$ cat src/rtl/cla_seq_adder.sv
// Nibble-serial add/subtract: one 4-bit carry-lookahead slice reused LSB->MSB.
// Result and flags are registered and held until the next accepted start.

module CarryLookAheadAdder (
  input  logic [3:0] a,
  input  logic [3:0] b,
  input  logic       c_in,
  output logic [3:0] sum,
  output logic       c_out
);
  logic [3:0] g, p;
  logic [4:0] c;

  always_comb begin
    g    = a & b;
    p    = a ^ b;
    c[0] = c_in;
    c[1] = g[0] | (p[0] & c_in);
    c[2] = g[1] | (p[1] & g[0]) | (p[1] & p[0] & c_in);
    c[3] = g[2] | (p[2] & g[1]) | (p[2] & p[1] & g[0]) | (p[2] & p[1] & p[0] & c_in);
    c[4] = g[3] | (p[3] & g[2]) | (p[3] & p[2] & g[1]) | (p[3] & p[2] & p[1] & g[0])
         | (p[3] & p[2] & p[1] & p[0] & c_in);
    sum   = p ^ c[3:0];
    c_out = c[4];
  end
endmodule

module cla_seq_adder #(
  parameter int WIDTH = 16
) (
  input  logic             clk,
  input  logic             rst_n,
  input  logic             start,
  input  logic             sub,
  input  logic [WIDTH-1:0] a,
  input  logic [WIDTH-1:0] b,
  output logic             busy,
  output logic             done,
  output logic [WIDTH-1:0] result,
  output logic             c_out,
  output logic             overflow,
  output logic             zero
);
  localparam int N  = WIDTH / 4;
  localparam int IW = (N > 1) ? $clog2(N) : 1;
  localparam int BW = $clog2(WIDTH);
  localparam logic [IW-1:0] LAST = IW'(N - 1);

  typedef enum logic [1:0] {IDLE, RUN, DONE} state_t;

  state_t           state;
  logic [IW-1:0]    idx;
  logic             carry_reg;
  logic [WIDTH-1:0] a_reg, b_reg;
  logic [BW-1:0]    base;
  logic [3:0]       sl_a, sl_b, sl_sum;
  logic             sl_cout;
  logic [WIDTH-1:0] result_nxt;

  always_comb begin
    base       = BW'({idx, 2'b00});
    sl_a       = a_reg[base +: 4];
    sl_b       = b_reg[base +: 4];
    result_nxt = result;
    result_nxt[base +: 4] = sl_sum;
  end

  CarryLookAheadAdder u_slice (
    .a     (sl_a),
    .b     (sl_b),
    .c_in  (carry_reg),
    .sum   (sl_sum),
    .c_out (sl_cout)
  );

  always_ff @(posedge clk or negedge rst_n) begin
    if (!rst_n) begin
      state     <= IDLE;
      idx       <= '0;
      carry_reg <= 1'b0;
      a_reg     <= '0;
      b_reg     <= '0;
      busy      <= 1'b0;
      done      <= 1'b0;
      result    <= '0;
      c_out     <= 1'b0;
      overflow  <= 1'b0;
      zero      <= 1'b0;
    end else begin
      case (state)
        IDLE, DONE: begin
          done <= 1'b0;
          if (start) begin
            // Subtraction is a + ~b + 1; the +1 enters as the first slice carry.
            a_reg     <= a;
            b_reg     <= sub ? ~b : b;
            carry_reg <= sub;
            idx       <= '0;
            busy      <= 1'b1;
            state     <= RUN;
          end else begin
            state <= IDLE;
          end
        end
        RUN: begin
          result    <= result_nxt;
          carry_reg <= sl_cout;
          if (idx == LAST) begin
            state    <= DONE;
            idx      <= '0;
            busy     <= 1'b0;
            done     <= 1'b1;
            c_out    <= sl_cout;
            // Carry into the MSB recovered from its sum bit.
            overflow <= (a_reg[WIDTH-1] ^ b_reg[WIDTH-1] ^ sl_sum[3]) ^ sl_cout;
            zero     <= (result_nxt == '0);
          end else begin
            idx <= idx + 1'b1;
          end
        end
        default: state <= IDLE;
      endcase
    end
  end
endmodule

$ cat config.mk
export PLATFORM = sky130hd
export DESIGN_NAME = cla_seq_adder
export DESIGN_NICKNAME = d
export VERILOG_FILES = /design/src/rtl/cla_seq_adder.sv
export SDC_FILE = /design/constraint.sdc
export NUM_CORES = 1
export LEC_CHECK = 0
export CAP_MARGIN = 20
export CORE_MARGIN = 2
export CORE_UTILIZATION = 56
export CTS_BUF_LIST = sky130_fd_sc_hd__clkbuf_16
export DETAILED_ROUTE_END_ITERATION = 7
export HOLD_SLACK_MARGIN = 0.03
export PLACE_DENSITY = 0.85
export SLEW_MARGIN = 20
export SYNTH_ARGS = -nofsm -noshare
export SYNTH_HDL_FRONTEND = slang
export SYNTH_SLANG_ARGS = --single-unit
export TNS_END_PERCENT = 50
$ cat constraint.sdc
create_clock -name clk -period 4.65 [get_ports clk]
set_clock_uncertainty 0.05 [all_clocks]
set_input_delay 0.465 -clock clk [delete_from_list [all_inputs] [get_ports clk]]
set_output_delay 0.465 -clock clk [all_outputs]
set_load 0.01 [all_outputs]
Word-level counts from Yosys, hierarchy flattened
Cells that the tools add are included.

$add $sub $neg: 2. Multiply operators: 0. Div/mod/pow operators: 0. $lt $le $gt $ge: 0. Eq/ne operators: 5. Shift-type cells: 4. Multiplexer cells: 15. Bitwise operators: 33. Reductions and logical operators: 9.

Operators with widths (count): variable part select 16 x 5 -> 4 bit (2); bitwise AND 1 bit (16); bitwise mux 16 bit (1); zero test 16 bit (1); 2-to-1 mux 16 bit (1); NOT 16 bit (1); variable shift 4 x 6 -> 16 bit, first input constant (1); variable part select 4 x 6 -> 16 bit (1); bitwise OR 1 bit (10); one-hot mux 2 bit (2 select lines) (2); AND reduction 2 bit (4); XOR 4 bit (2); 2-to-1 mux 2 bit (3); negator 4 -> 6 bit (1); one-hot mux 1 bit (2 select lines) (3); 2-to-1 mux 1 bit (5); bitwise AND 4 bit (1); equality test 2 bit, second input constant (2); != test 2 bit, second input constant (2); AND reduction 3 bit (1); XOR 1 bit (3); adder 2 x 1 -> 2 bit, second input constant (1); equality test 2 x 1 -> 1 bit, second input constant (1); zero test 2 bit (1); other kinds (2) (2).

Register bits: 58. Latch bits: 0. RAM bits: 0. ROM bits: 0. Bits of input ports: 36. Output and inout bits: 21. Word-level logic and storage cells: 79. Memories: 0.

Depth between registers and ports, before layout
Gate-level depths: netlist of the first run.

Depth in word-level cells: 10. Gate-level depth with buffers: 8. Gate-level depth less buffers: 7.

Cells and area by module
A second synthesis of the first run with hierarchy kept.

Cells, all modules: 278. Area, all modules: 2912.8 µm².

By module, submodules not included: cla_seq_adder (instances 1, cells an instance 261, area each 2765.2 µm², seq. area each 1451.4 µm²); CarryLookAheadAdder (instances 1, cells an instance 17, area each 147.6 µm², seq. area each 0.0 µm²).

Worst setup path after synthesis of the first run
Ideal clock, no wire load.

Path type: register to register. Start: register idx[0]. End: register overflow. Library setup time: 120 ps. Data arrival time: 2658 ps. Data required time: 4480 ps. Path slack: 1822 ps. Stages on the path, launching flop included: 9. Path buffers: 1. Period minus slack after synthesis: 2828 ps. Cells stage by stage: dfrtp_1 > buf_2 > mux4_2 > ha_1 > a211oi_2 > o21bai_4 > xnor2_1 > a211o_1 > a31o_1.

Cells in the longest elaborated chain, start to end: 9. Elaborated cells between the ends (all ways): 28. Those cells by class: 1 x eq/ne; 2 x shift; 24 x bitwise; 1 x reduce/logical.

RTL lines: start, declared (RTL line 52) `logic [IW-1:0] idx;`; start signal, assigned (RTL line 118) `idx <= idx + 1'b1;`; variable part select 16 x 5 -> 4 bit, on equally long branches (RTL line 62, 63); XOR 4 bit or bitwise AND 4 bit (tied branches) (RTL line 16, 15); bitwise AND 1 bit (RTL line 20) `c[3] = g[2] | (p[2] & g[1]) | (p[2] & p[1] & g[0]) | (p[2] & p[1] & p[0] & c_in);`; bitwise OR 1 bit or bitwise AND 1 bit (tied branches) (2 in series) (RTL line 20); bitwise OR 1 bit (RTL line 20); XOR 4 bit (RTL line 23) `sum = p ^ c[3:0];`; XOR 1 bit (2 in series) (RTL line 115) `overflow <= (a_reg[WIDTH-1] ^ b_reg[WIDTH-1] ^ sl_sum[3]) ^ sl_cout;`; end signal, assigned (RTL line 115); end, declared (RTL line 41) `output logic overflow,`.

Several ways; a longest one is shown, not always the timed one. A chain may end at the register's enable or synchronous reset.

Worst setup path in the final report of the first run
Ends and elaborated chain as after synthesis.

==> results.md, run 1 <==
* PwrDens at 786 mW/mm^2
* Switching pwr at 1.20 mW
* GRT Overall Usage at 23.1%
* Combinational Power Share at 50.3%
* Synth Net Count at 326
* Gate Count Post-Synth at 278
* Finish-stage setup viols at 0
* Flop pwr share at 30.8%
* Die area at 0.00580 mm^2
* Status: finished clean
* CP delay by family, top: compound AO/OA/AOI/OAI gates
* Largest net degree at the start of global routing at 59
* Area Overhead vs Synth at 29.4%
* Share of layout cells above drive strength 1 at 9.17%
* Resize count post-CTS at 0
* Asr flop ratio synth at 100%
* Clk root buf: clkbuf_16
* Post-synthesis cell type count at 40
* DR vias at 2198
* DR DRC count at 0
* Via density at 5.39
* CP max stage cell: dfrtp_1
* Worst Max-Slew Pin Slew at 0.910 ns
* CTS Buf Count at 9
* Register bit total from synthesis at 58
* Total power at 2.96 mW
* Reg-to-reg slack, setup at 1.56 ns
* Post-synth EDFFs at 0
* Reg2reg start: idx[0]
* HP Class: in -> async
* Clk pwr share at 19.0%
* Synth warn at 0
* Pre-CTS WS at 1.55 ns
* Peak VDD IR at 0.000424 V
* Internal at 1.76 mW
* Area fraction of the dominant cell type after synthesis at 49.8%
* Grt ovf at 0
* WL final at 6200 um
* Final Slew Violations at 0
* Worst hold margin at 0.234 ns
* Ant diodes at 0
* CTS clock-pin slew for the worst setup and hold paths at 0.05 ns
* Fill cells at 382
* Number of global-route vias before repair at 2230
* Hold buffers post-CTS at 0
* CP bufs+invs at 0
* Reg2Reg Depth at 7
* Achievable Freq at 324 MHz
* Port buffer count at 56
* Post-synthesis sequential area ratio at 49.8%
* CP required at 4.81 ns
* Avg Cell Area, Syn at 10.5 um^2
* Crit path from: idx[0]
* Data arrival time of the critical path at 3.25 ns
* LEAKAGE at 1.70 nW
* Kind of critical path: reg -> reg
* # clock sinks at 58
* Max cap viols at 0
* Die Y at 76.1 um
* First-pass GRT wire length at 10400 um
* Initial Util at 57.4%
* TritonRoute pass-1 iters at 4
* Yosys top cell by area: dfrtp_1
* Crit-path max cell delay at 0.81 ns
* Die W at 76.1 um
* Critical path capture point type: register
* Initial antenna violation count at 0
* Fin Setup TNS at 0 ns
* GP Congestion at 0.779
* Reg-to-reg endpoint: overflow
* Detail Placement HPWL at 4230 um
* Relative slew slack at 39.2%
* Routed len/inst at 15.2 um
* CTS max path bufs at 2
* Main synth FF type: dfrtp_1
* Clock latency on the worst-skew pair at 0.33 ns
* Antenna viol nets, final at 0
* RSZ-0062 raised after global routing: no
* DRT iter0 DRCs at 100
* Nets at 382
* Peak fanout along the critical path at 17
* Htree depth at 3
* CORE AREA at 0.00507 mm^2
* Critical path startpoint category: register
* Worst path cell trace: mux4_2 -> ha_1 -> a211oi_2 -> o21bai_4 -> o21a_1 -> a211o_1 -> a31o_1
* Row cnt at 26
* TritonCTS clock tree: built
* Final Cycle Share at 66.4%
* # IOs at 57
* Final Hold Fails at 0
* Sw frac at 40.5%
* Synth Cell Area at 0.00291 mm^2
* Final min period at 3.09 ns
* Post-CTS Setup Bufs at 0
* Synth area leaders: dfrtp_1 50%, nand2_1 11%, mux4_2 6.2%
* Final worst setup slack at 1.56 ns
per-layer routing:
layer,wire length [um],track usage [%],vias to the layer above
li1,-,-,1073
met2,3160,38.8,80
met1,2610,29.1,1034
met5,0,0,-
met3,321,4.27,11
met4,106,10.9,0
power groups by stage:
stage / Sequential (mW) / Combinational [mW] / Clock, mW
finish: 0.912 / 1.49 / 0.563
global route: 0.946 / 1.64 / 0.578
CTS: 0.916 / 1.49 / 0.562
detailed placement: 0.915 / 1.47 / 0
global placement: 0.904 / 1.40 / 0
floorplan: 0.865 / 1.07 / 0
worst max path at each step:
stage                           to  slack, ns  cells after the start
final                     overflow       1.56                      7
after detailed placement  overflow       1.55                      7
after CTS                 overflow       1.51                      7
after global placement    overflow       1.65                      7
after floorplan           overflow       1.82                      8
after global routing      overflow       1.33                      7
kinds of logic after synthesis:
| logic type | Yosys count | synth area share, % |
|---|---|---|
| AOI/OAI and AO/OA | 53 | 13.4 |
| adders and majority gates | 12 | 5.41 |
| xor gates and xnor gates | 21 | 6.31 |
| muxes | 9 | 6.53 |
| DFF | 58 | 49.8 |
| and+or+nand+nor | 106 | 15.8 |
| buffers and inverters | 19 | 2.75 |
synthesized netlist by cell type, types with 2 or more instances:
master,instances
buf_2,4
nor2b_1,2
a22o_1,10
a21oi_1,2
ha_1,11
and2_1,4
nor2_1,2
clkbuf_1,8
nand2_1,84
xnor2_1,19
o21ai_0,24
inv_1,6
nor4_1,4
dfrtp_1,58
mux4_2,8
o31ai_1,2
nor3_1,3
nand2b_1,2
a32o_1,3
xor2_1,2
cells in the final DEF (no fill, tap or decap), types with 2 or more instances in the layout:
master / synthesis / final
buf_4: 1 / 2
nand2b_1: 2 / 2
a32o_1: 3 / 3
dfrtp_1: 58 / 58
nor3_1: 3 / 3
clkdlybuf4s50_1: 0 / 55
clkinv_2: 0 / 3
a22o_1: 10 / 10
nor2_1: 2 / 2
o31ai_1: 2 / 2
ha_1: 11 / 11
clkinv_1: 0 / 2
xor2_1: 2 / 2
inv_1: 6 / 7
and2_1: 4 / 4
nor4_1: 4 / 4
xnor2_1: 19 / 19
mux4_2: 8 / 8
nand2_1: 84 / 84
nor2b_2: 0 / 2
clkbuf_16: 0 / 9
a21oi_1: 2 / 2
o21ai_0: 24 / 24
cell type report:
class                           instances  area [um^2]  area share, %
Inverter                                6         22.5          0.597
Sequential cell                        58         1450           38.5
Timing Repair Buffer                   58          571           15.1
Multi-Input combinational cell        201         1390           36.8
Clock buffer                            9          225           5.97
Clock inverter                          6         26.3          0.697
Tap cell                               70         87.6           2.32
through the flow:
step	cells	area (um^2)	util, %
2_1_floorplan	278	2910	-
3_5_place_dp	393	3510	69.3
4_1_cts	408	3770	74.2
5_1_grt	408	3770	74.3
3_3_place_gp	393	3510	69.3
6_report	408	3770	74.3
Power figures use the tool's default switching activity.
==> run 2: changes to the inputs <==
CORE_UTILIZATION = 47   (was 56)
PLACE_DENSITY = 0.76   (was 0.85)
clock period = 2.6 ns   (was 4.65 ns; I/O delays follow)
==> run 2 against run 1 <==
Maximum frequency grew 21%. Register-to-register slack worse by 1.5 ns. Non-clock buffer count grew 16. Power increased by 93%. Critical endpoint unchanged. Largest power group unchanged.
==> results.md, run 2 (synthesis gave the netlist of run 1 again) <==
* CORE AREA at 0.00596 mm^2
* Ant diodes at 0
* CTS max path bufs at 2
* DR vias at 2243
* Fill cells at 485
* First-pass GRT wire length at 10100 um
* Initial Util at 48.9%
* Final Hold Fails at 0
* Peak fanout along the critical path at 5
* Worst Max-Slew Pin Slew at 0.784 ns
* M1 WL at 2700 um
* # clock sinks at 58
* Detail Placement HPWL at 4420 um
* TritonRoute pass-1 iters at 6
* Met2 wire len at 3080 um
* WL final at 6120 um
* Routed len/inst at 14.2 um
* RSZ-0062 raised after global routing: yes
* CP max stage cell: mux4_2
* # IOs at 57
* Die Y at 82.7 um
* Kind of critical path: reg -> reg
* Achievable Freq at 393 MHz
* Clock latency on the worst-skew pair at 0.32 ns
* Pre-CTS WS at -0.0113 ns
* Finished Layout Cells at 430
* Crit-path max cell delay at 0.59 ns
* PwrDens at 1440 mW/mm^2
* TritonCTS clock tree: built
* Data arrival time of the critical path at 2.70 ns
* Final min period at 2.54 ns
* LEAKAGE at 1.80 nW
* Placed Area at 0.00362 mm^2
* Placed instance count at 410
* Critical path startpoint category: register
* GRT Overall Usage at 20.2%
* Final worst setup slack at 0.0584 ns
* Critical path capture point type: register
* Clk root buf: clkbuf_16
* Initial antenna violation count at 0
* Final Cycle Share at 97.8%
* Max cap viols at 0
* Highest Signal Layer: met4
* Largest net degree at the start of global routing at 51
* Antenna viol nets, final at 0
* CTS clock-pin slew for the worst setup and hold paths at 0.05 ns
* DRT iter0 DRCs at 104
* CP required at 2.75 ns
* Peak VDD IR at 0.000750 V
* Htree depth at 3
* Status: finished clean
* Row cnt at 28
* Die area at 0.00685 mm^2
* Number of global-route vias before repair at 2222
* Total power at 5.73 mW
* Most common cell after layout, fill and taps aside: nand2_1
* Share of layout cells above drive strength 1 at 14.4%
* Post-route cell area at 0.00397 mm^2
* CTS Buf Count at 9
* Finish-stage setup viols at 0
* Relative slew slack at 47.8%
* Via density at 5.22
* Nets at 398
* Port buffer count at 56
* Metal3 WL at 267 um
* Die W at 82.7 um
* HP Class: in -> reg
* Grt ovf at 0
* Worst path cell trace: mux4_2 -> ha_4 -> a211oi_4 -> o21bai_4 -> o21a_1 -> a211o_1 -> a31o_1
* DR DRC count at 0
* Area Overhead vs Synth at 36.1%
* Layout Utilization at 66.6%
* Most frequent cells in the layout: 84 x nand2_1, 57 x dfrtp_1, 55 x clkdlybuf4s50_1
* GP Congestion at 0.835
* Final Slew Violations at 0
-- run 2: changes by cell type in the layout (fill, tap and decap cells not counted), sizes merged --
cell | previous run | this run
dlygate4sd3 | 0 | 1
inv | 7 | 9
clkinv | 5 | 4
buf | 3 | 18
-- run 2: layout make-up --
class	instances	area [um^2]	area share, %
sequential	58	1450	36.6
multi-input combinational	201	1440	36.2
timing repair buffer	74	706	17.8
clock buffer	9	225	5.68
tap	75	93.8	2.37
clock inverter	7	30.0	0.757
inverter	6	22.5	0.568
-- run 2: timing repair --
item                       in CTS  in global routing
pin swaps                       0                  8
gates resized for setup         0                  6
hold endpoints to repair       35                  0
hold buffers                    1                  0
setup endpoints to repair       1                  5
buffers inserted                2                  1
-- run 2: per-stage QoR --
stage,setup TNS (ns),hold WS [ns]
after floorplan,0,-0.0856
after global placement,0,0.342
after detailed placement,-0.0113,0.334
after CTS,0,0.409
after global routing,-0.0310,0.431
final,0,0.417
-- run 2: critical path, delay by kind of cell, from the launching register on --
kind	cells	cell delay, ns
mux	1	0.59
flops	1	0.46
fa+ha+maj	1	0.28
compound gates	5	1.05
-- run 2: path summary, 6_finish.rpt --
kind,depth (start not counted),end,slack (ns),start
setup / recovery,7,overflow,0.06,idx[0]
hold / removal,3,a_reg[14],0.42,a[14]
setup reg to reg,7,overflow,0.06,idx[0]
hold reg to reg,2,c_out,0.42,c_out
max in group asynchronous,3,b_reg[14],1.29,rst_n
min in group asynchronous,2,zero,0.52,rst_n
-- run 2: routing by layer --
metal | GRT usage (%) | vias to the layer above
li1 | - | 1101
met1 | 24.7 | 1073
met2 | 34.6 | 62
met3 | 5.54 | 7
met4 | 6.89 | 0
met5 | 0 | -
-- run 2: where the power goes --
group | leakage (nW) | internal [mW] | total (mW) | switching (mW)
Clock | 0.140 | 0.622 | 0.991 | 0.369
Combinational | 0.925 | 1.57 | 3.15 | 1.58
Sequential | 0.739 | 1.29 | 1.59 | 0.299
